File: config.mk
export PLATFORM = sky130hd
export DESIGN_NAME = nettlp_cmd_arb
export DESIGN_NICKNAME = d
export VERILOG_FILES = /design/src/rtl/nettlp_cmd_arb.sv
export SDC_FILE = /design/constraint.sdc
export NUM_CORES = 1
export LEC_CHECK = 0
export BUFFER_PORTS_ARGS = -buffer_cell sky130_fd_sc_hd__buf_4
export CAP_MARGIN = 40
export CELL_PAD_IN_SITES_DETAIL_PLACEMENT = 0
export CELL_PAD_IN_SITES_GLOBAL_PLACEMENT = 1
export CORE_MARGIN = 5
export CORE_UTILIZATION = 40
export CTS_BUF_LIST = sky130_fd_sc_hd__clkbuf_4 sky130_fd_sc_hd__clkbuf_8
export DETAILED_ROUTE_END_ITERATION = 7
export MAX_ROUTING_LAYER = met4
export PLACE_DENSITY = 0.88
export SETUP_SLACK_MARGIN = 0.4
export SLEW_MARGIN = 15
export SYNTH_ARGS = -nofsm -noshare
export SYNTH_HDL_FRONTEND = slang
export SYNTH_SLANG_ARGS = --single-unit
File: constraint.sdc
create_clock -name clk -period 5.75 [get_ports clk]
set_input_delay 0.2875 -clock clk [delete_from_list [all_inputs] [get_ports clk]]
set_output_delay 0.2875 -clock clk [all_outputs]
set_load 0.02 [all_outputs]
File: src/rtl/nettlp_cmd_arb.sv
// nettlp_cmd_arb: round-robin arbiter between two NetTLP command requesters
// (A = network, B = local) feeding a single command core. Only one read may
// be outstanding; its response is routed back to the requester that issued
// it. All outputs come straight from flops.
//
// Command word layout (CMD_W = 72):
//   [71:64] opcode, [63:32] dwaddr, [31:0] data
module nettlp_cmd_arb #(
  parameter int TIMEOUT_CYCLES = 1024,
  parameter int CMD_W          = 72
) (
  input  logic             clk,
  input  logic             rst_n,
  // requester A command FIFO (FWFT read side)
  input  logic             req_a_empty,
  input  logic [CMD_W-1:0] req_a_dout,
  output logic             req_a_rd_en,
  // requester B command FIFO (FWFT read side)
  input  logic             req_b_empty,
  input  logic [CMD_W-1:0] req_b_dout,
  output logic             req_b_rd_en,
  // command core input FIFO (write side)
  output logic             cmd_o_wr_en,
  input  logic             cmd_o_full,
  output logic [CMD_W-1:0] cmd_o_din,
  // command core output FIFO (FWFT read side)
  input  logic             rsp_i_empty,
  input  logic [CMD_W-1:0] rsp_i_dout,
  output logic             rsp_i_rd_en,
  // response FIFO to requester A (write side)
  output logic             rsp_a_wr_en,
  input  logic             rsp_a_full,
  output logic [CMD_W-1:0] rsp_a_din,
  // response FIFO to requester B (write side)
  output logic             rsp_b_wr_en,
  input  logic             rsp_b_full,
  output logic [CMD_W-1:0] rsp_b_din,
  // status
  output logic             busy,
  output logic [15:0]      stat_timeout_cnt,
  output logic [15:0]      stat_drop_cnt
);

  localparam logic [7:0]  NETTLP_OPC_REG_RD = 8'h02;
  localparam logic [15:0] TMO_LAST          = 16'(TIMEOUT_CYCLES - 1);
  localparam logic        GNT_A             = 1'b0;
  localparam logic        GNT_B             = 1'b1;

  typedef enum logic [1:0] {
    IDLE     = 2'd0,
    ISSUE    = 2'd1,
    WAIT_RSP = 2'd2,
    DELIVER  = 2'd3
  } state_t;

  state_t             state_q, state_d;
  logic               grant_q, grant_d;     // requester owning the current transaction
  logic               last_q, last_d;       // requester issued most recently
  logic [15:0]        timer_q, timer_d;
  logic [CMD_W-1:0]   rsp_q, rsp_d;         // response held for DELIVER

  logic               req_a_rd_en_q, req_a_rd_en_d;
  logic               req_b_rd_en_q, req_b_rd_en_d;
  logic               cmd_o_wr_en_q, cmd_o_wr_en_d;
  logic [CMD_W-1:0]   cmd_o_din_q, cmd_o_din_d;
  logic               rsp_i_rd_en_q, rsp_i_rd_en_d;
  logic               rsp_a_wr_en_q, rsp_a_wr_en_d;
  logic [CMD_W-1:0]   rsp_a_din_q, rsp_a_din_d;
  logic               rsp_b_wr_en_q, rsp_b_wr_en_d;
  logic [CMD_W-1:0]   rsp_b_din_q, rsp_b_din_d;
  logic               busy_q, busy_d;
  logic [15:0]        tmo_cnt_q, tmo_cnt_d;
  logic [15:0]        drop_cnt_q, drop_cnt_d;

  logic [CMD_W-1:0]   sel_dout;
  logic               pop_in_flight;

  assign sel_dout = (grant_q == GNT_B) ? req_b_dout : req_a_dout;

  // A pop issued last cycle has not yet reached the FWFT flags; acting on
  // them now could pop the same entry twice.
  assign pop_in_flight = req_a_rd_en_q | req_b_rd_en_q | rsp_i_rd_en_q;

  // Next-state and next-output logic; every pulse defaults low.
  always_comb begin
    state_d       = state_q;
    grant_d       = grant_q;
    last_d        = last_q;
    timer_d       = timer_q;
    rsp_d         = rsp_q;
    req_a_rd_en_d = 1'b0;
    req_b_rd_en_d = 1'b0;
    cmd_o_wr_en_d = 1'b0;
    cmd_o_din_d   = cmd_o_din_q;
    rsp_i_rd_en_d = 1'b0;
    rsp_a_wr_en_d = 1'b0;
    rsp_a_din_d   = rsp_a_din_q;
    rsp_b_wr_en_d = 1'b0;
    rsp_b_din_d   = rsp_b_din_q;
    tmo_cnt_d     = tmo_cnt_q;
    drop_cnt_d    = drop_cnt_q;

    unique case (state_q)
      IDLE: begin
        if (!pop_in_flight) begin
          if (!rsp_i_empty) begin
            // nobody is waiting for this response: drain and count it
            rsp_i_rd_en_d = 1'b1;
            if (drop_cnt_q != 16'hFFFF) drop_cnt_d = drop_cnt_q + 16'd1;
          end else if (!req_a_empty && (req_b_empty || last_q == GNT_B)) begin
            grant_d = GNT_A;
            state_d = ISSUE;
          end else if (!req_b_empty) begin
            grant_d = GNT_B;
            state_d = ISSUE;
          end
        end
      end

      ISSUE: begin
        if (!cmd_o_full) begin
          req_a_rd_en_d = (grant_q == GNT_A);
          req_b_rd_en_d = (grant_q == GNT_B);
          cmd_o_wr_en_d = 1'b1;
          cmd_o_din_d   = sel_dout;
          last_d        = grant_q;
          timer_d       = 16'd0;
          // only register reads expect a response; anything else is fire-and-forget
          if (sel_dout[CMD_W-1 -: 8] == NETTLP_OPC_REG_RD) state_d = WAIT_RSP;
          else                                             state_d = IDLE;
        end
      end

      WAIT_RSP: begin
        if (!rsp_i_empty) begin
          // arrival wins over a coincident timeout
          rsp_d         = rsp_i_dout;
          rsp_i_rd_en_d = 1'b1;
          state_d       = DELIVER;
        end else if (timer_q == TMO_LAST) begin
          // unmapped reads never answer; give up and free the core
          if (tmo_cnt_q != 16'hFFFF) tmo_cnt_d = tmo_cnt_q + 16'd1;
          state_d = IDLE;
        end else begin
          timer_d = timer_q + 16'd1;
        end
      end

      DELIVER: begin
        if (grant_q == GNT_A) begin
          if (!rsp_a_full) begin
            rsp_a_wr_en_d = 1'b1;
            rsp_a_din_d   = rsp_q;
            state_d       = IDLE;
          end
        end else begin
          if (!rsp_b_full) begin
            rsp_b_wr_en_d = 1'b1;
            rsp_b_din_d   = rsp_q;
            state_d       = IDLE;
          end
        end
      end

      default: state_d = IDLE;
    endcase
  end

  // busy mirrors the state that will be current next cycle
  always_comb begin
    busy_d = (state_d != IDLE);
  end

  // State, datapath and output registers; reset leaves B as last grant so A wins first.
  always_ff @(posedge clk or negedge rst_n) begin
    if (!rst_n) begin
      state_q       <= IDLE;
      grant_q       <= GNT_A;
      last_q        <= GNT_B;
      timer_q       <= '0;
      rsp_q         <= '0;
      req_a_rd_en_q <= 1'b0;
      req_b_rd_en_q <= 1'b0;
      cmd_o_wr_en_q <= 1'b0;
      cmd_o_din_q   <= '0;
      rsp_i_rd_en_q <= 1'b0;
      rsp_a_wr_en_q <= 1'b0;
      rsp_a_din_q   <= '0;
      rsp_b_wr_en_q <= 1'b0;
      rsp_b_din_q   <= '0;
      busy_q        <= 1'b0;
      tmo_cnt_q     <= '0;
      drop_cnt_q    <= '0;
    end else begin
      state_q       <= state_d;
      grant_q       <= grant_d;
      last_q        <= last_d;
      timer_q       <= timer_d;
      rsp_q         <= rsp_d;
      req_a_rd_en_q <= req_a_rd_en_d;
      req_b_rd_en_q <= req_b_rd_en_d;
      cmd_o_wr_en_q <= cmd_o_wr_en_d;
      cmd_o_din_q   <= cmd_o_din_d;
      rsp_i_rd_en_q <= rsp_i_rd_en_d;
      rsp_a_wr_en_q <= rsp_a_wr_en_d;
      rsp_a_din_q   <= rsp_a_din_d;
      rsp_b_wr_en_q <= rsp_b_wr_en_d;
      rsp_b_din_q   <= rsp_b_din_d;
      busy_q        <= busy_d;
      tmo_cnt_q     <= tmo_cnt_d;
      drop_cnt_q    <= drop_cnt_d;
    end
  end

  assign req_a_rd_en      = req_a_rd_en_q;
  assign req_b_rd_en      = req_b_rd_en_q;
  assign cmd_o_wr_en      = cmd_o_wr_en_q;
  assign cmd_o_din        = cmd_o_din_q;
  assign rsp_i_rd_en      = rsp_i_rd_en_q;
  assign rsp_a_wr_en      = rsp_a_wr_en_q;
  assign rsp_a_din        = rsp_a_din_q;
  assign rsp_b_wr_en      = rsp_b_wr_en_q;
  assign rsp_b_din        = rsp_b_din_q;
  assign busy             = busy_q;
  assign stat_timeout_cnt = tmo_cnt_q;
  assign stat_drop_cnt    = drop_cnt_q;

endmodule

==> impl_metrics.ini, run 1 <==
[synth]
syn_area_per_cell_um2 = 11.79
synth_nets = 1422
yosysSeqAreaShare_pct = 61.65
synth_top_area_share_pct = 61.47
syn_inst = 1195
yosysTopAreaCell = dfrtp_1
synth_seq_cells = 347
ys.flop_type = dfrtp_1
ys_types = 47
synth_area_leaders = dfrtp_1, mux2_2, nand2_1
synthArstFlopShare_pct = 100.0
synth_area_um2 = 14090
yosysWarnings = 0
synth_edf_count = 0

[layout]
nets = 2104
post-route-util_pct = 61.74
area_growth_pct = 51.78
layout-drive-gt1-share_pct = 39.05
fin_cells = 2380

[detailed_routing]
drt_first_iter_violations = 597
vias = 11730
drt-total-wl_um = 44310
post_drt_wl_per_cell_um = 18.62
drc_errors = 0
vias_per_cell = 4.928
dr.pass1.iters = 5
drtAntennaViolNets = 0

[placed_design]
hpwl_um = 29740
gp_congestion = 0.8856
dp.cells = 2080
port_buffers = 478
preCtsSetupSlack_ns = 3.406

[timing]
layout_setup_ws_ns = 3.370
setup_violations = 0
max-slew-margin-rel_pct = 36.90
worst_pin_slew_ns = 0.9465
rsz0062_at_grt = false
max_freq_ghz = 0.4202
period_share_pct = 41.39
whs_ns = 0.03209
clock_skew_ns = 0.03226
report.final.slew_viol_count = 0
tns_ns = 0
finalHoldViolCount = 0
fin_crit_ns = 2.380

[min_path]
hold_path_depth = 3
hp-class = in2reg
hold_end = cmd_o_din[38]
min_from = req_a_dout[38]

[setup_path]
arrival_ns = 2.83
reg2reg_from = grant_q
crit_path_end_kind = flip-flop
rr_endpoint = cmd_o_din[33]
path_class = reg2reg
cp_max_fo = 49
r2r_slack_ns = 3.37
setup.worst_path.start_class = flip-flop
worstPathRequired_ns = 6.20
ff2ff_path_depth = 5

[floorplan]
die-area_um2 = 39070
rows = 68
die_x_um = 197.7
start_util_pct = 40.68
fp.dieH_um = 197.7
core-area_um2 = 34630
ios = 479

[global_route]
gr-total-overflow = 0
antenna_found_initial = 1
grt_pass1_wl_um = 69410
grtUsageTotal_pct = 22.93
grt_max_degree = 161
grt_pass1_vias = 12870

[power]
power.switching_uw = 3087
combPwrFrac_pct = 33.7
powerDensity_nw_per_um2 = 422.7
switching_share_pct = 34.16
vdd_ir_drop_max_mv = 0.3441
leakage_uw = 0.01107
clockPowerShare_pct = 25.6
cell_internal_pwr_uw = 5949
seqPwrFrac_pct = 40.6

[cts]
cts_tree = built
cts-root-buf = clkbuf_8
clockBufferDepth = 3
cts_made_buffers = 57
clock_latency_ns = 0.61
cts.sinks = 347
htreeDepth = 2
cts.clk_slew.worst_paths_ns = 0.06
ctsResizeCount = 0

[run_status]
status = completed

[run]
max_cap_violations = 0
-- per-layer routing --
layer	track usage [%]	routed length (µm)	vias to the layer above	share of wire (%)
li1	-	-	5441	-
met1	27.98	17760	5808	40
met2	37.38	22030	366	50
met3	5.441	2967	113	6.7
met4	8.365	1554	0	3.5
met5	-	0	-	0
-- Yosys cell counts, drive strengths merged, types with 3 or more instances --
| cell type | number |
|---|---|
| xor2 | 13 |
| nand2 | 311 |
| xnor2 | 23 |
| and3 | 6 |
| o21ai | 75 |
| mux2 | 146 |
| nor2 | 21 |
| a21oi | 7 |
| inv | 8 |
| nand4 | 14 |
| nor3 | 10 |
| mux2i | 77 |
| and4 | 3 |
| or4 | 4 |
| nor4b | 3 |
| ha | 3 |
| buf | 18 |
| nand3 | 21 |
| dfrtp | 346 |
| nor4 | 9 |
| or3 | 4 |
| o31ai | 4 |
| clkbuf | 43 |
-- state kept, by name (all words and copies together) (netlist names) --
name              flops
cmd_o_din            72
req_b_rd_en           1
last_q                1
req_a_rd_en           1
rsp_b_wr_en           1
cmd_o_wr_en           1
stat_timeout_cnt     16
timer_q              16
busy                  1
state_q               2
rsp_i_rd_en           1
grant_q               1
rsp_q                72
rsp_a_din            72
rsp_a_wr_en           1
stat_drop_cnt        16
rsp_b_din            72
-- cells by family (layout without fill, tap and decap cells) --
family	after synthesis	in the layout	synth area share, %
AND/OR/NAND/NOR	420	420	12.92
flip-flops	347	347	61.65
multiplexers	223	223	17.14
AO/OA/AOI/OAI	97	97	3.819
buffers and inverters	69	797	1.963
XOR/XNOR	36	36	2.238
adder cells (fa/ha/maj)	3	3	0.2665
other	0	2	0
-- critical path, cell delays in order (launching register included) --
cell	delay [ns]
dfrtp_4	0.60
buf_4	0.35
buf_16	0.32
mux2i_1	0.25
dlygate4sd3_1	0.58
o21ai_0	0.07
-- what timing repair did --
action                                  CTS  global route
endpoints found under the setup margin    0             0
hold endpoints to repair                243             0
setup buffers                             0             0
hold buffers                            193             0
-- through the flow --
stage	instance area, µm²	power (µW)
2_1_floorplan	14090	5107
3_3_place_gp	18110	6377
3_5_place_dp	18190	6483
4_1_cts	21370	9066
5_1_grt	21380	9505
6_report	21380	9036
-- power by group through the flow --
stage | combinational [µW] | clock, µW | sequential, µW
finish | 3050 | 2320 | 3670
global route | 3270 | 2480 | 3760
CTS | 3050 | 2370 | 3650
detailed placement | 2800 | 0 | 3690
global placement | 2730 | 0 | 3650
floorplan | 987 | 0 | 4120
-- cell type report --
| class | count | area, µm² |
|---|---|---|
| clock inverters | 6 | 41.29 |
| clock buffers | 99 | 1212 |
| flip-flops and latches | 347 | 8688 |
| repair buffers | 684 | 5690 |
| diodes | 2 | 5.005 |
| multi-input cells | 779 | 5142 |
| inverters | 8 | 30.03 |
| well taps | 455 | 569.3 |
| fillers | 2613 | 13250 |
-- worst max-delay path by stage --
stage	slack, ns	start	end	depth (start not counted)
finish	3.37	grant_q	cmd_o_din[33]	5
global route	3.10	timer_q[0]	stat_timeout_cnt[8]	6
CTS	3.36	grant_q	cmd_o_din[33]	5
detailed placement	3.41	timer_q[0]	stat_timeout_cnt[8]	6
global placement	3.45	timer_q[0]	busy	6
floorplan	3.73	timer_q[11]	busy	6
-- cells in the final DEF (no fill, tap or decap), types with 20 or more instances in the layout --
cell and n:
buf_4 486, clkbuf_4 24, clkbuf_8 75, dfrtp_1 345, dlygate4sd3_1 193, mux2_2 146
mux2i_1 77, nand2_1 311, nand3_1 20, nor2_1 21, o21ai_0 75, xnor2_1 23
No activity file was read; power rests on OpenSTA's default activity.
==> inputs of run 2 (changes only) <==
--- a/config.mk
+++ b/config.mk
@@ -5,12 +5,13 @@
 export SDC_FILE = /design/constraint.sdc
 export NUM_CORES = 1
 export LEC_CHECK = 0
+export ABC_AREA = 1
 export BUFFER_PORTS_ARGS = -buffer_cell sky130_fd_sc_hd__buf_4
 export CAP_MARGIN = 40
 export CELL_PAD_IN_SITES_DETAIL_PLACEMENT = 0
 export CELL_PAD_IN_SITES_GLOBAL_PLACEMENT = 1
 export CORE_MARGIN = 5
-export CORE_UTILIZATION = 40
+export CORE_UTILIZATION = 38
 export CTS_BUF_LIST = sky130_fd_sc_hd__clkbuf_4 sky130_fd_sc_hd__clkbuf_8
 export DETAILED_ROUTE_END_ITERATION = 7
 export MAX_ROUTING_LAYER = met4
==> constraint.sdc (replaced) <==
create_clock -name clk -period 2.4 [get_ports clk]
set_input_delay 0.12 -clock clk [delete_from_list [all_inputs] [get_ports clk]]
set_output_delay 0.12 -clock clk [all_outputs]
set_load 0.02 [all_outputs]
==> run 2 against run 1 <==
Against the previous run:
- fmax increased by 23%
- synthesized cell count increased by 37%
- via count increased by 21%
- cell count increased by 23%
- combinational power increased to 3.7 times the previous value
- largest cell class unchanged
- sequential power increased to 2.7 times the previous value
- flip-flop and latch count unchanged
==> impl_metrics.ini, run 2 <==
[layout]
final_cell_mix = nand2_1, buf_4, dfrtp_1
layout-drive-gt1-share_pct = 27.17
area_growth_pct = 53.90
fin_cells = 2922
final_common_cell = nand2_1
nFillCells = 3119
nets = 2587
post-route-util_pct = 59.10

[setup_path]
slowest_stage = dfrtp_2
cp_max_fo = 114
max_stage_delay_ns = 0.45
path_class = reg2reg
crit_path_end_kind = flip-flop
arrival_ns = 2.43
startpoint = grant_q
crit_chain = buf_4 > nor2_1 > inv_1 > nor2_2 > inv_4 > buf_12 > nand2_1 > o21ai_0
setup.worst_path.start_class = flip-flop
worstPathRequired_ns = 2.89
reg2reg_from = grant_q

[detailed_routing]
post_drt_wl_per_cell_um = 18.03
drt_first_iter_violations = 809
drc_errors = 0
drtAntennaViolNets = 0
vias = 14240
vias_per_cell = 4.874
dr.pass1.iters = 7
drt-total-wl_um = 52690

[power]
powerDensity_nw_per_um2 = 1210
vdd_ir_drop_max_mv = 0.6663
leakage_uw = 0.01126

[global_route]
antenna_found_initial = 8
grtUsageTotal_pct = 25.05
grt_pass1_vias = 14500
grt_pass1_wl_um = 80920
grt_max_degree = 115
gr-total-overflow = 0

[synth]
ys_types = 31
syn_inst = 1640
ys.flop_type = dfrtp_1
synth_top_area_share_pct = 60.01
synth.top_cells.by_count = nand2_1, dfrtp_1, nor2_1
synthArstFlopShare_pct = 100.0
yosysSeqAreaShare_pct = 60.19
yosysTopAreaCell = dfrtp_1
synth_edf_count = 0
syn_area_per_cell_um2 = 8.798
synth_nets = 1867
synth_area_leaders = dfrtp_1, nand2_1, nand3_1
synth_area_um2 = 14430
synth_seq_cells = 347
synth_most_common_cell = nand2_1
yosysWarnings = 0

[placed_design]
dp.cells = 2580
preCtsSetupSlack_ns = 0.3802
port_buffers = 478
hpwl_um = 35860
gp_congestion = 0.8978

[run_status]
status = completed

[floorplan]
rows = 71
fp.dieH_um = 204.9
ios = 479
die_x_um = 204.9
core-area_um2 = 37580
start_util_pct = 38.40
die-area_um2 = 41970

[timing]
max_freq_ghz = 0.5164
period_share_pct = 80.69
tns_ns = 0
layout_setup_ws_ns = 0.4634
worst_pin_slew_ns = 0.7479
fin_crit_ns = 1.937
rsz0062_at_grt = true
clock_skew_ns = 0.01676
setup_violations = 0
report.final.slew_viol_count = 0
max-slew-margin-rel_pct = 50.14
finalHoldViolCount = 0

[cts]
clock_latency_ns = 0.64
cts_made_buffers = 60
htreeDepth = 2
cts-root-buf = clkbuf_8
cts_tree = built
cts.clk_slew.worst_paths_ns = 0.06
clockBufferDepth = 3
cts.sinks = 347

[run]
max_cap_violations = 0

[min_path]
hp-class = in2async
[run 2: changes by cell type after synthesis, moves of 8 or more]
| cell | delta |
|---|---|
| nand2_1 | +233 |
| mux2_2 | -146 |
| nor2_1 | +109 |
| inv_1 | +102 |
| nand3_1 | +83 |
| mux2i_1 | -77 |
| o21ai_1 | +77 |
| a21oi_1 | +66 |
| buf_2 | +26 |
| clkbuf_1 | -24 |
| o21ai_0 | +23 |
| inv_2 | +9 |
| buf_6 | +8 |
| nor4_1 | -8 |
[run 2: stage by stage]
step	cell area [µm²]	power, µW	hold slack (ns)
floorplan	14430	15500	-0.1756
global placement	18580	20410	0.1922
detailed placement	18610	20700	0.2005
CTS	22120	26870	0.01132
global route	22200	28450	0.1231
finish	22210	26870	0.08610
[run 2: report_power, final]
group          leakage, µW  switching, µW  internal, µW
registers          0.00415           1540          8380
logic              0.00644           6760          4530
clock network     0.000671           2460          3190
total               0.0113          10800         16100
[run 2: repair_timing]
item | CTS | global route
endpoints found under the setup margin | 83 | 60
gates resized for setup | 2 | 6
pin swaps | 0 | 1
hold buffers | 225 | 0
setup buffers | 0 | 4
endpoints found under the hold margin | 356 | 0
[run 2: logic make-up (layout without fill, tap and decap cells)]
logic type      count (synthesis)  in the layout  synth area share, %
flops                         347            347                60.19
compound gates                251            251                8.758
xor+xnor                       29             29                1.760
other cells                     0              8                    0
buf+inv                       197            960                6.087
fa+ha+maj                       3              3               0.2602
simple gates                  813            813                22.94
[run 2: path summary, 6_finish.rpt]
kind,end,slack [ns],cells past startpoint
worst max register to register,rsp_a_din[38],0.46,8
worst min register to register,last_q,0.47,2
min in group clk,state_q[1],0.09,7
worst max-delay path,rsp_a_din[38],0.46,8
max in group asynchronous,cmd_o_din[33],1.43,3
worst min-delay path,rsp_a_din[49],0.09,2
[run 2: area by class of cell]
class / instances / area [µm²] / share of cell area [%]
antenna: 8 / 20.02 / 0.09015
clock buffer: 91 / 1121 / 5.048
clock inverter: 14 / 138.9 / 0.6254
inverter: 120 / 464.2 / 2.090
multi-input combinational: 1096 / 4883 / 21.99
sequential: 347 / 8686 / 39.11
tap: 511 / 639.4 / 2.879
timing repair buffer: 735 / 6254 / 28.16
[run 2: critical path: cells and delay by family, from the launching register on]
family	cells	cell delay, ns
buffers and inverters	4	0.72
DFF	1	0.45
AOI/OAI and AO/OA	1	0.09
and+or+nand+nor	3	0.46
[run 2: routing by layer]
layer	vias up	GRT usage, %	routed length [µm]
met2	677	40.96	25340
met1	6794	30.74	20990
met3	114	6.475	4721
met4	0	7.871	1634
met5	-	-	0
li1	6657	-	-
